`src/rtl/cpu_pkg.sv`:
```
// Shared CPU definitions: word width, fetch FSM state encoding, reset PC default.
package cpu_pkg;

    localparam int unsigned WORD_W = 32;

    localparam logic [WORD_W-1:0] RESET_PC_DEFAULT = '0;

    typedef enum logic [1:0] {
        ST_BOOT  = 2'd0,
        ST_RUN   = 2'd1,
        ST_FAULT = 2'd2
    } fetch_state_e;

endpackage

```
`src/rtl/instruction_fetch_if.sv`:
```
// Fetch-stage bus bundle: instruction memory port, redirect input, IF/ID handshake
// and status outputs.
//   master : fetch stage (drives imem_en/addr, id_*, fetch_fault, fetch_count)
//   slave  : environment (memory, decode, branch unit)
interface instruction_fetch_if;
    import cpu_pkg::*;

    logic              imem_en;
    logic [WORD_W-1:0] imem_addr;
    logic [WORD_W-1:0] imem_data;
    logic              redirect_valid;
    logic [WORD_W-1:0] redirect_pc;
    logic              id_ready;
    logic              id_valid;
    logic [WORD_W-1:0] id_instr;
    logic [WORD_W-1:0] id_pc;
    logic              fetch_fault;
    logic [WORD_W-1:0] fetch_count;

    modport master (
        output imem_en, imem_addr, id_valid, id_instr, id_pc, fetch_fault, fetch_count,
        input  imem_data, redirect_valid, redirect_pc, id_ready
    );

    modport slave (
        input  imem_en, imem_addr, id_valid, id_instr, id_pc, fetch_fault, fetch_count,
        output imem_data, redirect_valid, redirect_pc, id_ready
    );

endinterface

```
`src/rtl/instruction_fetch_if_id_reg.sv`:
```
// One-entry IF/ID holding register.
//   load  : capture instr_in/pc_in and mark valid (wins over flush)
//   flush : drop the entry (valid cleared, payload kept)
//   neither : hold
module if_id_reg
    import cpu_pkg::*;
(
    input  logic              clk,
    input  logic              rst,
    input  logic              load,
    input  logic              flush,
    input  logic [WORD_W-1:0] instr_in,
    input  logic [WORD_W-1:0] pc_in,
    output logic              valid,
    output logic [WORD_W-1:0] instr,
    output logic [WORD_W-1:0] pc
);

    logic              valid_q, valid_d;
    logic [WORD_W-1:0] instr_q, instr_d;
    logic [WORD_W-1:0] pc_q,    pc_d;

    // Next-entry selection
    always_comb begin
        valid_d = valid_q;
        instr_d = instr_q;
        pc_d    = pc_q;
        if (load) begin
            valid_d = 1'b1;
            instr_d = instr_in;
            pc_d    = pc_in;
        end else if (flush) begin
            valid_d = 1'b0;
        end
    end

    always_ff @(posedge clk or posedge rst) begin
        if (rst) begin
            valid_q <= 1'b0;
            instr_q <= '0;
            pc_q    <= '0;
        end else begin
            valid_q <= valid_d;
            instr_q <= instr_d;
            pc_q    <= pc_d;
        end
    end

    assign valid = valid_q;
    assign instr = instr_q;
    assign pc    = pc_q;

endmodule

```
`src/rtl/instruction_fetch.sv`:
```
// Instruction fetch stage: owns the PC and fetch FSM (BOOT/RUN/FAULT), reads the
// combinational instruction memory, and feeds decode through a one-entry IF/ID
// register with valid/ready handshake. Redirects flush and retarget the PC; an
// out-of-range PC halts fetching until a redirect.
//   clk, rst : clock, asynchronous active-high reset
//   bus      : instruction_fetch_if master (imem port, redirect, IF/ID, status)
module instruction_fetch
    import cpu_pkg::*;
#(
    parameter int unsigned       MEM_DEPTH = 32,
    parameter logic [WORD_W-1:0] RESET_PC  = RESET_PC_DEFAULT
) (
    input  logic                clk,
    input  logic                rst,
    instruction_fetch_if.master bus
);

    localparam logic [1:0] BOOT  = ST_BOOT;
    localparam logic [1:0] RUN   = ST_RUN;
    localparam logic [1:0] FAULT = ST_FAULT;

    localparam logic [WORD_W-1:0] DEPTH_W = WORD_W'(MEM_DEPTH);

    logic [1:0]        state_q, state_d;
    logic [WORD_W-1:0] pc_q, pc_d;
    logic              fault_q, fault_d;
    logic [WORD_W-1:0] count_q, count_d;
    logic              adv_c;
    logic              flush_c;

    // Next-state, PC, status and IF/ID control
    always_comb begin
        state_d = state_q;
        pc_d    = pc_q;
        fault_d = fault_q;
        count_d = count_q;
        adv_c   = 1'b0;
        flush_c = 1'b0;

        if (bus.id_valid && bus.id_ready && !bus.redirect_valid)
            count_d = count_q + WORD_W'(1);

        if (bus.redirect_valid) begin
            // Redirect beats everything, including a stalled entry
            flush_c = 1'b1;
            pc_d    = bus.redirect_pc;
            if (bus.redirect_pc < DEPTH_W) begin
                state_d = RUN;
                fault_d = 1'b0;
            end else begin
                state_d = FAULT;
                fault_d = 1'b1;
            end
        end else begin
            case (state_q)
                BOOT: state_d = RUN;
                RUN: begin
                    if (pc_q < DEPTH_W) begin
                        adv_c = !bus.id_valid || bus.id_ready;
                        if (adv_c)
                            pc_d = pc_q + WORD_W'(1);
                    end else begin
                        state_d = FAULT;
                        fault_d = 1'b1;
                    end
                end
                FAULT: fault_d = 1'b1;
                default: state_d = BOOT;
            endcase
            // Entry consumed with nothing new behind it
            if (!adv_c && bus.id_ready)
                flush_c = 1'b1;
        end
    end

    always_ff @(posedge clk or posedge rst) begin
        if (rst) begin
            state_q <= BOOT;
            pc_q    <= RESET_PC;
            fault_q <= 1'b0;
            count_q <= '0;
        end else begin
            state_q <= state_d;
            pc_q    <= pc_d;
            fault_q <= fault_d;
            count_q <= count_d;
        end
    end

    assign bus.imem_en     = adv_c;
    assign bus.imem_addr   = pc_q;
    assign bus.fetch_fault = fault_q;
    assign bus.fetch_count = count_q;

    if_id_reg u_if_id_reg (
        .clk      (clk),
        .rst      (rst),
        .load     (adv_c),
        .flush    (flush_c),
        .instr_in (bus.imem_data),
        .pc_in    (pc_q),
        .valid    (bus.id_valid),
        .instr    (bus.id_instr),
        .pc       (bus.id_pc)
    );

endmodule

```
`src/flat_wrapper.sv`:
```
// flat-port wrapper written by rule: the top's interface ports become plain ports
module instruction_fetch_flat import cpu_pkg::*;
#(
    parameter int unsigned       MEM_DEPTH = 32,
    parameter logic [WORD_W-1:0] RESET_PC  = RESET_PC_DEFAULT
)
  (clk, rst, bus_imem_en, bus_imem_addr, bus_id_valid, bus_id_instr, bus_id_pc, bus_fetch_fault, bus_fetch_count, bus_imem_data, bus_redirect_valid, bus_redirect_pc, bus_id_ready);
  instruction_fetch_if bus_i ();
  input  logic clk;
  input  logic rst;
  output wire logic [$bits(bus_i.imem_en)-1:0] bus_imem_en;
  output wire logic [$bits(bus_i.imem_addr)-1:0] bus_imem_addr;
  output wire logic [$bits(bus_i.id_valid)-1:0] bus_id_valid;
  output wire logic [$bits(bus_i.id_instr)-1:0] bus_id_instr;
  output wire logic [$bits(bus_i.id_pc)-1:0] bus_id_pc;
  output wire logic [$bits(bus_i.fetch_fault)-1:0] bus_fetch_fault;
  output wire logic [$bits(bus_i.fetch_count)-1:0] bus_fetch_count;
  input wire logic [$bits(bus_i.imem_data)-1:0] bus_imem_data;
  input wire logic [$bits(bus_i.redirect_valid)-1:0] bus_redirect_valid;
  input wire logic [$bits(bus_i.redirect_pc)-1:0] bus_redirect_pc;
  input wire logic [$bits(bus_i.id_ready)-1:0] bus_id_ready;
  assign bus_imem_en = bus_i.imem_en;
  assign bus_imem_addr = bus_i.imem_addr;
  assign bus_id_valid = bus_i.id_valid;
  assign bus_id_instr = bus_i.id_instr;
  assign bus_id_pc = bus_i.id_pc;
  assign bus_fetch_fault = bus_i.fetch_fault;
  assign bus_fetch_count = bus_i.fetch_count;
  assign bus_i.imem_data = bus_imem_data;
  assign bus_i.redirect_valid = bus_redirect_valid;
  assign bus_i.redirect_pc = bus_redirect_pc;
  assign bus_i.id_ready = bus_id_ready;
  instruction_fetch #(.MEM_DEPTH(MEM_DEPTH), .RESET_PC(RESET_PC)) u_core (.clk(clk), .rst(rst), .bus(bus_i));
endmodule
```
`config.mk`:
```
export PLATFORM = sky130hd
export DESIGN_NAME = instruction_fetch_flat
export DESIGN_NICKNAME = d
export VERILOG_FILES = /design/src/rtl/cpu_pkg.sv /design/src/rtl/instruction_fetch_if.sv /design/src/rtl/instruction_fetch_if_id_reg.sv /design/src/rtl/instruction_fetch.sv /design/src/flat_wrapper.sv
export SDC_FILE = /design/constraint.sdc
export NUM_CORES = 1
export LEC_CHECK = 0
export ABC_AREA = 1
export BUFFER_PORTS_ARGS = -buffer_cell sky130_fd_sc_hd__buf_2
export CAP_MARGIN = 20
export CORE_UTILIZATION = 50
export CTS_BUF_LIST = sky130_fd_sc_hd__clkbuf_8 sky130_fd_sc_hd__clkbuf_16
export CTS_CLUSTER_DIAMETER = 50
export DETAILED_ROUTE_END_ITERATION = 16
export PLACE_DENSITY = 0.8
export SYNTH_ARGS = -nofsm -noshare
export SYNTH_HDL_FRONTEND = slang
export SYNTH_SLANG_ARGS = --single-unit
```
`constraint.sdc`:
```
create_clock -name clk -period 5.2 [get_ports clk]
set_clock_uncertainty 0.05 [all_clocks]
set_input_delay 1.04 -clock clk [delete_from_list [all_inputs] [get_ports clk]]
set_output_delay 1.04 -clock clk [all_outputs]
set_load 0.03 [all_outputs]
```
Yosys cells after proc, flatten, opt, wreduce, memory -nomap -nowiden
Cells that the tools add are included.
{"block": "totals", "elab_cells": 51, "output_inout_bits": 131, "inputBits": 68, "reg_bits": 132}
{"block": "op_classes", "n_eq_ne": 4, "mux": 20, "n_lt_le_gt_ge": 2, "n_addsub": 2, "reduce_logical": 16}
{"op": "32-bit two-way mux", "n": 4}
{"op": "32-bit by 1-bit adder with 32-bit output, second input constant", "n": 2}
{"op": "32-bit by 6-bit < comparator with 1-bit output, second input constant", "n": 2}
{"op": "1-bit two-way mux", "n": 11}
{"op": "2-bit nonzero test", "n": 4}
{"op": "2-bit two-way mux", "n": 3}
{"op": "2-bit case mux with 3 select lines", "n": 1}
{"op": "2-bit AND reduction", "n": 2}
{"op": "1-bit logical AND", "n": 3}
{"op": "1-bit zero test", "n": 3}
{"op": "3-bit inequality test, second input constant", "n": 1}
{"op": "3-bit AND reduction", "n": 1}
{"op": "3-bit nonzero test", "n": 1}
{"op": "2-bit by 1-bit == test with 1-bit output, second input constant", "n": 1}
{"op": "2-bit == test, second input constant", "n": 1}
{"op": "2-bit zero test", "n": 1}
{"op": "2-bit inequality test, second input constant", "n": 1}
{"op": "1-bit case mux with 2 select lines", "n": 1}
{"op": "1-bit logical OR", "n": 1}

Logic depth before layout (Yosys ltp)
{"block": "logic_depth", "word_depth": 11, "mapped_depth": 10, "depth_no_buf": 9}

By module
From an unflattened synthesis, not the netlist that was laid out.
{"block": "unflattened", "cells_unflattened": 738, "area_unflattened_um2": 6102.1}
{"module": "instruction_fetch", "cells_each": 462, "seq_area_each_um2": 1676.6, "n_inst": 1, "area_per_inst_um2": 3580.9}
{"module": "if_id_reg", "cells_each": 276, "seq_area_each_um2": 1626.6, "n_inst": 1, "area_per_inst_um2": 2521.2}

Worst setup path before layout
Ideal clock, no wire load.
{"block": "synth_path", "path_type": "input to output", "from": "input port bus_redirect_valid", "to": "output port bus_imem_en", "cell_stages": 5, "required_ps": 4110, "arrival_time_ps": 1789, "setup_slack_ps": 2321, "n_path_buf": 2, "path_cell_list": "buf_4 -> nor2_1 -> nand3_2 -> clkinv_2 -> buf_6"}
{"block": "synth_between", "elab_chain_len": 1}
{"item": "from (decl)", "line_no": "flat_wrapper.sv:19", "text": "input wire logic [$bits(bus_i.redirect_valid)-1:0] bus_redirect_valid;"}
{"item": "1-bit two-way mux", "line_no": "instruction_fetch.sv:43", "text": "if (bus.redirect_valid) begin"}
{"item": "to (decl)", "line_no": "flat_wrapper.sv:11", "text": "output wire logic [$bits(bus_i.imem_en)-1:0] bus_imem_en;"}
Every way passes these cells.

Worst setup path in the final report
Same ends and word-level chain as after synthesis.

==> results.ini <==
[yosys]
synth_area_mm2 = 0.00583
synth.net_count = 752
seq_area_frac_synth = 0.567
synth_seq_cells = 132
synth.distinct_cells = 29
syn_inst = 682
yosys_warnings = 0
syn_area_per_cell_um2 = 8.55

[timing]
rsz0062_at_grt = no
setup_viol = 0
period_needed_ps = 3710
hold_viol = 0
worstMarginPinSlew_ps = 1040
maxSlewHeadroom = 0.305
timing.fmax_mhz = 270
finalSetupTns_ps = 0
post-route-period-util = 0.713
drv_slew = 0

[final_layout]
final_common_cell = nand2_1
areaGrowthSynthToFinish_pct = 26.7
fin_area_mm2 = 0.00738
layout.nets = 951
drive_gt1_frac = 0.272
final_cell_mix = nand2_1, buf_2, dfrtp_1

[die]
row_count = 39
io_pins = 199
die_h_um = 110
die_area_mm2 = 0.0121
die_w_um = 110
core_mm2 = 0.0114
initial_core_util = 0.513

[critical_path]
crit_type = input port to output port
cp_cell_sequence = buf_2 > nor2_1 > nand3_2 > clkinv_2 > buf_2
cpPeakStageDelay_ps = 490
critPathBufInv = 3
arrival_ps = 2620
cp.required_ps = 4110
crit_fanout = 37
cp-start-kind = input port
critPathCaptureType = output port
crit_top_cell = buf_2
crit_slowest_cell = buf_2
cpLargestDelayFamily = buffers and inverters

[global_routing]
grt_antenna_before_repair = 2
grt_pass1_vias = 4856
grtUsageMet1 = 0.276
busiest_layer = met2
globalRouteOverflowTotal = 0
grt_pass1_wl_mm = 21.7
met2_usage = 0.400
grt_use_met3 = 0.0717
globalRouteTotalUtil = 0.238
grt_max_degree = 65

[cts]
cts_buffer_depth = 2
cts_hold_buf = 0
cts_tree = built
postCtsSetupRepairBufs = 0
htree_levels = 4
cts_resized = 0
clk_latency_ps = 410
cts.clk_slew.worst_paths_ps = 50
root_buffer = clkbuf_16
cts_sinks = 132
numCtsBuffers = 17

[detailed_routing]
first_pass_iters = 4
antenna_left = 0
drtIter0Drc = 312
wl_mm = 13.6
viasPerCell = 4.85
wl_per_cell_um = 13.2
drcViolationCount = 0
dr_total_vias = 5024

[place]
numPortBuffers = 198
dpl.hpwl_mm = 9.67
gp_congestion = 0.868
detailed_place.area_mm2 = 0.00686

[pwr]
power_leakage_nw = 4.49
vdd_ir_drop_max_mv = 0.194
power.density_mw_per_mm2 = 314

[hold_path]
hold_class = register to register

[status]
status = completed

[flow_run]
drv_cap = 0

-- per-layer routing --
layer	share of wire	routed length, µm	vias to the layer above
met5	0	0	-
met1	0.41	5630	2333
met4	0.019	260	0
met2	0.50	6790	168
met3	0.071	968	19
li1	-	-	2504
-- stage by stage --
| step | util | setup WS, ps | total power [mW] | std cells | hold WS (ps) |
|---|---|---|---|---|---|
| after CTS | 0.649 | 1500 | 2.33 | 1034 | 412 |
| after detailed placement | 0.603 | 1490 | 1.28 | 1005 | 397 |
| final | 0.649 | 1490 | 2.32 | 1036 | 410 |
| after global routing | 0.649 | 1310 | 2.39 | 1036 | 428 |
| after global placement | 0.603 | 1500 | 1.28 | 1005 | 395 |
| after floorplan | - | 584 | 1.21 | 682 | 429 |
-- where the power goes --
group,leakage [nW],switching [mW],internal (mW),total [mW]
Sequential,1.76,0.0256,1.05,1.08
Combinational,2.46,0.127,0.0601,0.187
Clock,0.270,0.408,0.641,1.05
-- layout make-up --
type / instances / area [µm²]
multi-input cells: 458 / 2090
clock inverters: 8 / 38.8
repair buffers: 202 / 1020
fillers: 984 / 3990
clock buffers: 21 / 480
well taps: 143 / 179
flip-flops and latches: 132 / 3300
diodes: 2 / 5.00
inverters: 70 / 267
-- cell usage after synthesis, drive strengths merged --
library cell | number | share of area
nand2 | 273 | 0.18
dfrtp | 132 | 0.57
inv | 68 | 0.044
nor2 | 65 | 0.051
nand3 | 50 | 0.044
nand4 | 17 | 0.018
o21ai | 17 | 0.015
buf | 16 | 0.026
xnor2 | 13 | 0.020
xor2 | 11 | 0.018
clkbuf | 6 | 0.0039
nand3b | 4 | 0.0052
nor3 | 4 | 0.0034
clkinv | 2 | 0.0015
ha | 2 | 0.0043
and3 | 1 | 0.0011
o211ai | 1 | 0.0013
-- worst register-to-register path, cell delays in order, from the launching register on --
cell and delay (ps):
dfrtp_1 390, nor2_1 130, nand2_1 60, nor2_1 130
nand2_1 80, nor2_2 180, nand2_1 640, nand2_1 450
nand2_1 110, nand2_1 80
-- kinds of logic after synthesis --
logic type | after synthesis | share of synthesized area
simple gates | 414 | 0.301
fa+ha+maj | 2 | 0.00429
flops | 132 | 0.567
buf+inv | 92 | 0.0749
compound gates | 18 | 0.0159
xor+xnor | 24 | 0.0373
-- sequential cells by signal, indices dropped and copies added, names as in the netlist --
signal / cells
u_core.bus.fetch_fault: 1
u_core.state_q: 2
u_core.u_if_id_reg.pc: 32
u_core.bus.imem_addr: 32
u_core.u_if_id_reg.valid: 1
u_core.u_if_id_reg.instr: 32
u_core.bus.fetch_count: 32
-- final timing paths --
path | startpoint | end | slack (ps) | cells after the start
min | u_core.u_if_id_reg.pc[24] | u_core.u_if_id_reg.pc[24] | 410 | 2
min reg2reg | u_core.u_if_id_reg.pc[24] | u_core.u_if_id_reg.pc[24] | 410 | 2
max in group asynchronous | rst | u_core.bus.imem_addr[13] | 3510 | 3
max reg2reg | u_core.bus.imem_addr[14] | u_core.bus.imem_addr[4] | 2840 | 9
max | bus_redirect_valid | bus_imem_en | 1490 | 5
min in group asynchronous | rst | u_core.u_if_id_reg.instr[26] | 620 | 2
No activity file was read; power rests on OpenSTA's default activity.
